[src/rtl/spi_sram_target.sv]
// spi_sram_target: SPI mode-0 SRAM-emulation responder (WRITE 0x02, READ 0x03).
// Define SPI_SRAM_TARGET_RDSR_EN to add the read-mode-register command 0x05.
module spi_sram_target #(
  parameter int ADDR_W      = 16,
  parameter int SYNC_STAGES = 2
) (
  input  logic              clk,
  input  logic              rst_n,
  input  logic              spi_clk,
  input  logic              spi_cs_n,
  input  logic              spi_mosi,
  output logic              spi_miso,
  output logic [ADDR_W-1:0] mem_addr,
  output logic [7:0]        mem_wdata,
  output logic              mem_we,
  output logic              mem_re,
  input  logic [7:0]        mem_rdata,
  output logic              busy,
  output logic              cmd_err
);

  localparam int CW = $clog2(ADDR_W);

  typedef enum logic [2:0] {
    S_IDLE,
    S_CMD,
    S_ADDR,
    S_WDATA,
    S_RDATA,
    S_RDSR,
    S_IGNORE
  } state_t;

  logic [SYNC_STAGES-1:0] sclk_sync;
  logic [SYNC_STAGES-1:0] cs_sync;
  logic [SYNC_STAGES-1:0] mosi_sync;
  logic [SYNC_STAGES:0]   warm;
  logic                   sclk_q;
  logic                   cs_q;

  logic sclk_s;
  logic cs_s;
  logic mosi_s;
  logic ready;
  logic sclk_rise;
  logic sclk_fall;
  logic cs_fall;
  logic cs_rise;

  state_t            state;
  logic [CW-1:0]     cnt;
  logic [7:0]        shreg;
  logic [ADDR_W-1:0] addr;
  logic              is_read;
  logic [7:0]        tx;
  logic              rd_valid;

  logic [7:0]        byte_nx;
  logic [ADDR_W-1:0] addr_nx;
  logic [ADDR_W-1:0] addr_inc;
  logic              cnt_byte;
  logic              cnt_addr;

  assign sclk_s = sclk_sync[SYNC_STAGES-1];
  assign cs_s   = cs_sync[SYNC_STAGES-1];
  assign mosi_s = mosi_sync[SYNC_STAGES-1];

  // Edges are ignored until the chains hold real pin levels, so a cs_n
  // already low at reset release is not mistaken for a new frame.
  assign ready     = warm[SYNC_STAGES];
  assign sclk_rise = ready & sclk_s & ~sclk_q;
  assign sclk_fall = ready & ~sclk_s & sclk_q;
  assign cs_fall   = ready & ~cs_s & cs_q;
  assign cs_rise   = ready & cs_s & ~cs_q;

  assign byte_nx  = {shreg[6:0], mosi_s};
  assign addr_nx  = {addr[ADDR_W-2:0], mosi_s};
  assign addr_inc = addr + ADDR_W'(1);
  assign cnt_byte = (cnt == CW'(7));
  assign cnt_addr = (cnt == CW'(ADDR_W - 1));

  always_ff @(posedge clk or negedge rst_n) begin
    if (!rst_n) begin
      sclk_sync <= '0;
      cs_sync   <= '1;
      mosi_sync <= '0;
      warm      <= '0;
      sclk_q    <= 1'b0;
      cs_q      <= 1'b1;
    end else begin
      sclk_sync <= {sclk_sync[SYNC_STAGES-2:0], spi_clk};
      cs_sync   <= {cs_sync[SYNC_STAGES-2:0], spi_cs_n};
      mosi_sync <= {mosi_sync[SYNC_STAGES-2:0], spi_mosi};
      warm      <= {warm[SYNC_STAGES-1:0], 1'b1};
      sclk_q    <= sclk_s;
      cs_q      <= cs_s;
    end
  end

  always_ff @(posedge clk or negedge rst_n) begin
    if (!rst_n) begin
      state     <= S_IDLE;
      cnt       <= '0;
      shreg     <= '0;
      addr      <= '0;
      is_read   <= 1'b0;
      tx        <= '0;
      rd_valid  <= 1'b0;
      spi_miso  <= 1'b0;
      mem_addr  <= '0;
      mem_wdata <= '0;
      mem_we    <= 1'b0;
      mem_re    <= 1'b0;
      busy      <= 1'b0;
      cmd_err   <= 1'b0;
    end else begin
      mem_we   <= 1'b0;
      mem_re   <= 1'b0;
      cmd_err  <= 1'b0;
      busy     <= ~cs_s;
      rd_valid <= mem_re;
      if (cs_rise) begin
        state    <= S_IDLE;
        spi_miso <= 1'b0;
      end else begin
        unique case (state)
          S_IDLE: begin
            spi_miso <= 1'b0;
            if (cs_fall) begin
              state <= S_CMD;
              cnt   <= '0;
            end
          end
          S_CMD: if (sclk_rise) begin
            shreg <= byte_nx;
            cnt   <= cnt + CW'(1);
            if (cnt_byte) begin
              cnt <= '0;
              unique case (1'b1)
                byte_nx == 8'h02,
                byte_nx == 8'h03: begin
                  state   <= S_ADDR;
                  is_read <= byte_nx[0];
                end
`ifdef SPI_SRAM_TARGET_RDSR_EN
                byte_nx == 8'h05: begin
                  state <= S_RDSR;
                  tx    <= 8'h40;
                end
`endif
                default: begin
                  state   <= S_IGNORE;
                  cmd_err <= 1'b1;
                end
              endcase
            end
          end
          S_ADDR: if (sclk_rise) begin
            addr <= addr_nx;
            cnt  <= cnt + CW'(1);
            if (cnt_addr) begin
              cnt <= '0;
              if (is_read) begin
                state    <= S_RDATA;
                mem_re   <= 1'b1;
                mem_addr <= addr_nx;
              end else begin
                state <= S_WDATA;
              end
            end
          end
          S_WDATA: if (sclk_rise) begin
            shreg <= byte_nx;
            cnt   <= cnt + CW'(1);
            if (cnt_byte) begin
              cnt       <= '0;
              mem_we    <= 1'b1;
              mem_addr  <= addr;
              mem_wdata <= byte_nx;
              addr      <= addr_inc;
            end
          end
          S_RDATA: begin
            // Read data lands two cycles after the strobe, well before
            // the next detected falling edge.
            if (rd_valid) begin
              tx <= mem_rdata;
            end else if (sclk_fall) begin
              spi_miso <= tx[7];
              tx       <= {tx[6:0], 1'b0};
            end
            if (sclk_rise) begin
              cnt <= cnt + CW'(1);
              if (cnt_byte) begin
                cnt      <= '0;
                addr     <= addr_inc;
                mem_addr <= addr_inc;
                mem_re   <= 1'b1;
              end
            end
          end
          S_RDSR: if (sclk_fall) begin
            spi_miso <= tx[7];
            tx       <= {tx[6:0], tx[7]};
          end
          S_IGNORE: spi_miso <= 1'b0;
          default:  state <= S_IDLE;
        endcase
      end
    end
  end

endmodule

[config.mk]
export PLATFORM = sky130hd
export DESIGN_NAME = spi_sram_target
export DESIGN_NICKNAME = d
export VERILOG_FILES = /design/src/rtl/spi_sram_target.sv
export SDC_FILE = /design/constraint.sdc
export NUM_CORES = 1
export LEC_CHECK = 0
export ABC_AREA = 1
export ABC_CLOCK_PERIOD_IN_PS = 2100
export CORE_MARGIN = 4
export CORE_UTILIZATION = 57
export DETAILED_ROUTE_END_ITERATION = 8
export PLACE_DENSITY = 0.89
export REMOVE_ABC_BUFFERS = 1
export SYNTH_ARGS = -nofsm -noshare
export SYNTH_HDL_FRONTEND = slang
export SYNTH_SLANG_ARGS = --single-unit
[constraint.sdc]
create_clock -name clk -period 2.1 [get_ports clk]
set_input_delay 0.525 -clock clk [delete_from_list [all_inputs] [get_ports clk]]
set_output_delay 0.525 -clock clk [all_outputs]
set_load 0.02 [all_outputs]
Yosys cells after proc, flatten, opt, wreduce, memory -nomap -nowiden

Cells that the tools add are included.

Register bits after elaboration: 80
Logic and storage cells: 133
Output and inout bits: 29
Input port bits: 13

$add $sub $neg: 2
Multiplexer cells: 47
Bitwise logic cells: 13
Equal/unequal tests: 30
Reductions and logical operators: 21

Operators by type and width:

| kind                  | count |
|---|---|
| $mux 16               | 8 |
| $pmux 16 s3           | 1 |
| $pmux 16 s2           | 1 |
| $mux 3                | 8 |
| $mux 8                | 3 |
| $ne 3x3->1 const B    | 7 |
| $mux 4                | 5 |
| $ne 2x2->1 const B    | 9 |
| $add 16x1->16 const B | 1 |
| $eq 8x2->1 const B    | 2 |
| $mux 1                | 16 |
| $pmux 8 s2            | 1 |
| $reduce_and 5->1      | 3 |
| $pmux 3 s4            | 1 |
| $pmux 4 s3            | 1 |
| $eq 3x3->1 const B    | 3 |
| $reduce_and 9->1      | 1 |
| $and 1x1->1           | 8 |
| $ne 2x1->1 const B    | 4 |
| $reduce_and 4->1      | 2 |
| $reduce_or 2->1       | 4 |
| $eq 3x2->1 const B    | 2 |
| $reduce_and 6->1      | 1 |
| $reduce_bool 3->1     | 2 |
| 14 further kinds      | 19 |

Longest topological paths before layout

Depth after elaboration: 7
Depth in mapped cells: 11

Least setup slack after synthesis

Ideal clock, no wire load.

Path type: register to register
From: reg cnt[0]
To: reg mem_addr[4]
Slack: 0.460 ns
Stages on the path, launching flop included: 12
Clock period less this slack: 1.640 ns
Data arrival time: 1.519 ns
Path buffers: 1
Library setup time: 0.120 ns
Data required time: 1.980 ns
Path through: dfrtp_1 -> ha_1 -> nand2_1 -> nor2_2 -> nand2_1 -> nand3_1 -> nand2_2 -> nor2_4 -> inv_2 -> buf_6 -> nand2_1 -> nand2_1

Longest elaborated chain between the ends: 3
Elaborated cells on any way between the ends: 6
Classes of those cells: eq/ne (5); reduce/logical (1)

RTL lines:

| what                                     | line   | RTL |
|---|---|---|
| start: declaration                       | 51     | `logic [CW-1:0] cnt;` |
| start signal: assignment                 | 136    | `cnt <= cnt + CW'(1);` |
| start signal: assignment                 | 160    | `cnt <= cnt + CW'(1);` |
| start signal: assignment                 | 174    | `cnt <= cnt + CW'(1);` |
| $eq 4x4->1 or $eq 4x3->1 (tied branches) | 80, 79 |  |
| $ne 2x2->1 (no source line)              | -      |  |
| $reduce_and 9->1 (no source line) *      | -      |  |
| end signal: assignment                   | 166    | `mem_addr <= addr_nx;` |
| end signal: assignment                   | 178    | `mem_addr <= addr;` |
| end signal: assignment                   | 197    | `mem_addr <= addr_inc;` |
| end: declaration                         | 13     | `output logic [ADDR_W-1:0] mem_addr,` |

Mark *: on every way between the ends. The rest lies on a longest branch, timed or not.
A chain may end at the register's enable or synchronous reset.

Worst setup path in the final report

From: reg mem_addr[15]
To: out mem_addr[15]

No word-level cell between the ends.

==> impl_results.html <==
<table>
<tr><th>Metric</th><th>Value</th></tr>
<tr><th colspan="2">Outcome</th></tr>
<tr><td>Result of the run</td><td>complete, no violations</td></tr>
<tr><th colspan="2">Timing</th></tr>
<tr><td>Setup TNS</td><td>0 ns</td></tr>
<tr><td>Pins over their slew limit</td><td>0</td></tr>
<tr><td>Post-layout minimum cycle time</td><td>roughly 1.9 ns</td></tr>
<tr><td>Number of hold violations in the final report</td><td>0</td></tr>
<tr><td>Peak clock frequency supported by timing</td><td>517 MHz</td></tr>
<tr><td>Post-Route Skew</td><td>0.0137 ns</td></tr>
<tr><td>Max-Slew Margin vs Limit</td><td>0.505</td></tr>
<tr><td>Transition time at the pin with the least slew margin</td><td>about 0.74 ns</td></tr>
<tr><td>RSZ-0062 raised after global routing</td><td>no</td></tr>
<tr><td>Share of the clock period used by the worst path after layout</td><td>0.921</td></tr>
<tr><td>Final setup viols</td><td>0</td></tr>
<tr><th colspan="2">Layout</th></tr>
<tr><td>Commonest non-fill, non-tap cell in the layout</td><td>nand2_1</td></tr>
<tr><td>Share of the core filled with cells</td><td>0.701</td></tr>
<tr><td>Share of final-layout standard cells stronger than drive strength 1</td><td>0.0826</td></tr>
<tr><td>Total number of nets in the final design</td><td>615</td></tr>
<tr><td>Most used cells in the layout excluding fill and tap cells</td><td>202 x nand2_1, 77 x dfrtp_1, 49 x nand3_1</td></tr>
<tr><td>Diode insertion count for antenna repair</td><td>0</td></tr>
<tr><td>Non-Filler Cell Area, Final</td><td>4890 um2</td></tr>
<tr><td>Area grow syn2layout</td><td>16.9%</td></tr>
<tr><th colspan="2">Route</th></tr>
<tr><td>Vias</td><td>3,820</td></tr>
<tr><td>Highest signal layer in the routed design</td><td>met4</td></tr>
<tr><td>DR DRC count</td><td>0</td></tr>
<tr><td>Met1 wire length</td><td>4.42 mm</td></tr>
<tr><td>Met3 wire len</td><td>783 um</td></tr>
<tr><td>Violation count after the first detailed-routing iteration</td><td>268</td></tr>
<tr><td>Met2 routed WL</td><td>around 4.5 mm</td></tr>
<tr><td>Routed wire length</td><td>9.78 mm</td></tr>
<tr><td>Final routed wire length divided by cell count</td><td>roughly 14 um</td></tr>
<tr><td>Via/cell ratio</td><td>5.45</td></tr>
<tr><td>Number of antenna-violating nets in the routed design</td><td>0</td></tr>
<tr><td>Number of iterations in the first detailed-routing pass</td><td>5</td></tr>
<tr><th colspan="2">Logic synthesis</th></tr>
<tr><td>Synth warn</td><td>0</td></tr>
<tr><td>FF+latch count, synth</td><td>80</td></tr>
<tr><td>Top cell type by total area after synthesis</td><td>dfrtp_1</td></tr>
<tr><td>Largest cells by area after synthesis</td><td>dfrtp_1 46%, nand2_1 18%, nand3_1 5.9%, o21ai_0 4.2%, inv_1 4.0%</td></tr>
<tr><td>Share of synthesized area occupied by flip-flops and latches</td><td>0.479</td></tr>
<tr><td>Synthesized area divided by synthesized cell count</td><td>7.53 um2</td></tr>
<tr><td>Library cells used by synthesis</td><td>36</td></tr>
<tr><td>Cells after synthesis</td><td>556</td></tr>
<tr><td>Area of the mapped netlist</td><td>4190 um2</td></tr>
<tr><td>Area share of the largest cell type after synthesis</td><td>0.460</td></tr>
<tr><th colspan="2">Place</th></tr>
<tr><td>Post-placement cell area</td><td>4700 um2</td></tr>
<tr><td>HPWL after detailed placement</td><td>7.02 mm</td></tr>
<tr><td>Port Buffer Count</td><td>41</td></tr>
<tr><td>Final Wtd Congestion</td><td>0.931</td></tr>
<tr><th colspan="2">Pwr</th></tr>
<tr><td>Fraction of power consumed by the clock network</td><td>0.180</td></tr>
<tr><td>Peak VDD IR</td><td>0.000642 V</td></tr>
<tr><td>Internal cell power</td><td>around 3.3 mW</td></tr>
<tr><td>Power density relative to cell area</td><td>about 1200 nW/um2</td></tr>
<tr><td>Register share of total power</td><td>0.391</td></tr>
<tr><td>Net switching component of the power</td><td>2.57 mW</td></tr>
<tr><td>Leakage power figure</td><td>2.33 nW</td></tr>
<tr><td>Combinational share of power</td><td>0.429</td></tr>
<tr><td>Switching fraction of total power</td><td>0.441</td></tr>
<tr><th colspan="2">GRT</th></tr>
<tr><td>Sum of overflow across all layers after global routing</td><td>0</td></tr>
<tr><td>Number of antenna violations at the first check in global routing</td><td>0</td></tr>
<tr><td>First-pass GRT wire length</td><td>16.8 mm</td></tr>
<tr><td>Pin count of the biggest net entering global routing</td><td>44</td></tr>
<tr><td>Number of global-route vias before repair</td><td>3,475</td></tr>
<tr><td>All-layer global routing usage</td><td>0.243</td></tr>
<tr><th colspan="2">Min path</th></tr>
<tr><td>Worst Hold Depth</td><td>0</td></tr>
<tr><td>Worst hold start</td><td>cs_sync[0]$_DFF_PN1_</td></tr>
<tr><td>Hold path endpoint</td><td>cs_sync[1]$_DFF_PN1_</td></tr>
<tr><td>Type of the worst min-delay path</td><td>reg2reg</td></tr>
<tr><th colspan="2">Clocking</th></tr>
<tr><td>Number of buffers inserted to repair setup after CTS</td><td>0</td></tr>
<tr><td>CTS clock-pin slew for the worst setup and hold paths</td><td>0.09 ns</td></tr>
<tr><td>Total clock sinks</td><td>80</td></tr>
<tr><td>TritonCTS clock tree</td><td>yes</td></tr>
<tr><td>Worst-Skew Late Latency</td><td>around 0.37 ns</td></tr>
<tr><td>CTS Buf Count</td><td>9</td></tr>
<tr><td>Htree depth</td><td>3</td></tr>
<tr><td>Buffer depth of the longest clock path</td><td>2</td></tr>
<tr><td>Buffer cell driving the clock tree root</td><td>clkbuf_8</td></tr>
<tr><th colspan="2">Run</th></tr>
<tr><td>Max-cap violations</td><td>0</td></tr>
<tr><th colspan="2">Setup path</th></tr>
<tr><td>Critical Path Start Type</td><td>flop</td></tr>
<tr><td>WP data arrival</td><td>1.41 ns</td></tr>
<tr><td>Largest delay share family, worst path</td><td>buffers and inverters</td></tr>
<tr><td>Register-to-register path setup slack</td><td>around 0.19 ns</td></tr>
<tr><td>Maximum fanout count along the critical path</td><td>2</td></tr>
<tr><td>Logic depth of the worst register-to-register path</td><td>10</td></tr>
<tr><td>Largest stage delay on the critical path</td><td>0.63 ns</td></tr>
<tr><td>Required time of the critical path</td><td>between 1.5 and 2 ns</td></tr>
<tr><td>Category of the most critical setup path</td><td>reg2out</td></tr>
<tr><td>Reg2reg start</td><td>state[1]$_DFFE_PN0P_</td></tr>
<tr><td>Reg-to-reg critical path endpoint</td><td>mem_addr[14]$_DFFE_PN0P_</td></tr>
<tr><td>Kind of capture point of the worst setup path</td><td>output port</td></tr>
<tr><td>Crit-path cells</td><td>clkdlybuf4s50_1</td></tr>
<tr><td>Buf+Inv Stages, Crit Path</td><td>1</td></tr>
<tr><td>Cell type of the slowest stage on the worst timing path</td><td>clkdlybuf4s50_1</td></tr>
<tr><th colspan="2">Die</th></tr>
<tr><td>DIE AREA</td><td>between 8000 and 9000 um2</td></tr>
<tr><td>Number of standard-cell rows in the floorplan</td><td>30</td></tr>
<tr><td>Floorplan die width</td><td>93.7 um</td></tr>
<tr><td>Y dimension of the die</td><td>93.7 um</td></tr>
<tr><td>Starting Density</td><td>0.600</td></tr>
<tr><td>Ports</td><td>42</td></tr>
<tr><td>Placeable core region</td><td>6980 um2</td></tr>
</table>
## state kept, by name (all words and copies together) (netlist names)
| register | cells |
|---|---|
| addr | 16 |
| busy | 1 |
| cmd_err | 1 |
| cnt | 4 |
| cs_q | 1 |
| cs_sync | 2 |
| is_read | 1 |
| mem_addr | 16 |
| mem_re | 1 |
| mem_wdata | 8 |
| mem_we | 1 |
| mosi_sync | 2 |
| rd_valid | 1 |
| sclk_q | 1 |
| sclk_sync | 2 |
| shreg | 7 |
| spi_miso | 1 |
| state | 3 |
| tx | 8 |
| warm | 3 |
## power by group through the flow
stage	registers [mW]	logic (mW)	clock network, mW
after floorplan	2.34	1.49	0
after global placement	2.26	2.40	0
after detailed placement	2.29	2.46	0
after CTS	2.26	2.48	1.06
after global routing	2.32	2.81	1.13
final	2.28	2.49	1.05
## layout make-up
| class | instances | area (um2) |
|---|---|---|
| timing repair buffer | 50 | 503 |
| sequential | 80 | 2010 |
| tap | 96 | 120 |
| clock inverter | 7 | 52.6 |
| fill | 578 | 2090 |
| inverter | 54 | 203 |
| multi-input combinational | 405 | 1880 |
| clock buffer | 9 | 124 |
## Yosys cell counts, drive strengths merged
master / count
nand3: 52
dfrtp: 77
a31oi: 2
ha: 2
inv: 53
clkbuf: 4
nand3b: 3
conb: 1
buf: 13
nand4: 10
nor3: 3
o21a: 1
xor2: 8
a21oi: 8
nor2: 42
nand2: 206
o22ai: 1
dfstp: 3
o32ai: 1
clkinv: 1
o211ai: 6
o21ai: 59
## metal layers
metal,global-route usage,vias to the layer above
li1,-,1874
met1,0.357,1768
met2,0.368,166
met3,0.0465,12
met4,0.0674,0
met5,0,-
## how the worst max path moves through the flow
stage	start	to	slack, ns	cells after the start
3_5_place_dp	state[1]$_DFFE_PN0P_	mem_addr[14]$_DFFE_PN0P_	0.15	10
6_report	mem_addr[15]$_DFFE_PN0P_	mem_addr[15]	0.17	1
4_1_cts	state[1]$_DFFE_PN0P_	mem_addr[14]$_DFFE_PN0P_	0.14	10
5_1_grt	cnt[0]$_DFFE_PN0P_	mem_addr[1]$_DFFE_PN0P_	0.002	10
3_3_place_gp	state[1]$_DFFE_PN0P_	mem_addr[14]$_DFFE_PN0P_	0.24	10
2_1_floorplan	state[1]$_DFFE_PN0P_	mem_addr[0]$_DFFE_PN0P_	0.34	9
## timing repair
| item | CTS | global route |
|---|---|---|
| hold endpoints to repair | 12 | 0 |
| gates resized for setup | 0 | 1 |
| hold buffers | 1 | 0 |
| endpoints found under the setup margin | 0 | 3 |
## worst register-to-register path, cell delays in order (launching register included)
cell and delay (ns):
dfrtp_1 0.50, nor2_2 0.28, nand2_4 0.18, nand2_4 0.19, nand3_1 0.11, nand2_2 0.10
nor2_4 0.06, inv_2 0.21, nand2_1 0.09, nand2_1 0.07, inv_1 0.04
## per-stage QoR
step,setup WS (ns),instances,hold slack [ns],total power [mW]
2_1_floorplan,0.343,539,0.229,3.84
3_3_place_gp,0.240,684,0.331,4.66
3_5_place_dp,0.152,684,0.336,4.75
4_1_cts,0.139,701,0.353,5.80
5_1_grt,0.00189,701,0.353,6.27
6_report,0.167,701,0.354,5.82
## cell families (layout without fill, tap and decap cells)
group	count (synthesis)	count (layout)	synth area share
AND/OR/NAND/NOR	316	316	0.326
flip-flops	80	80	0.479
AO/OA/AOI/OAI	78	78	0.0992
buffers and inverters	71	120	0.0720
XOR/XNOR	8	8	0.0167
adder cells (fa/ha/maj)	2	2	0.00598
other	1	1	0.000896
Note: power is estimated with default switching activity, not from simulation.
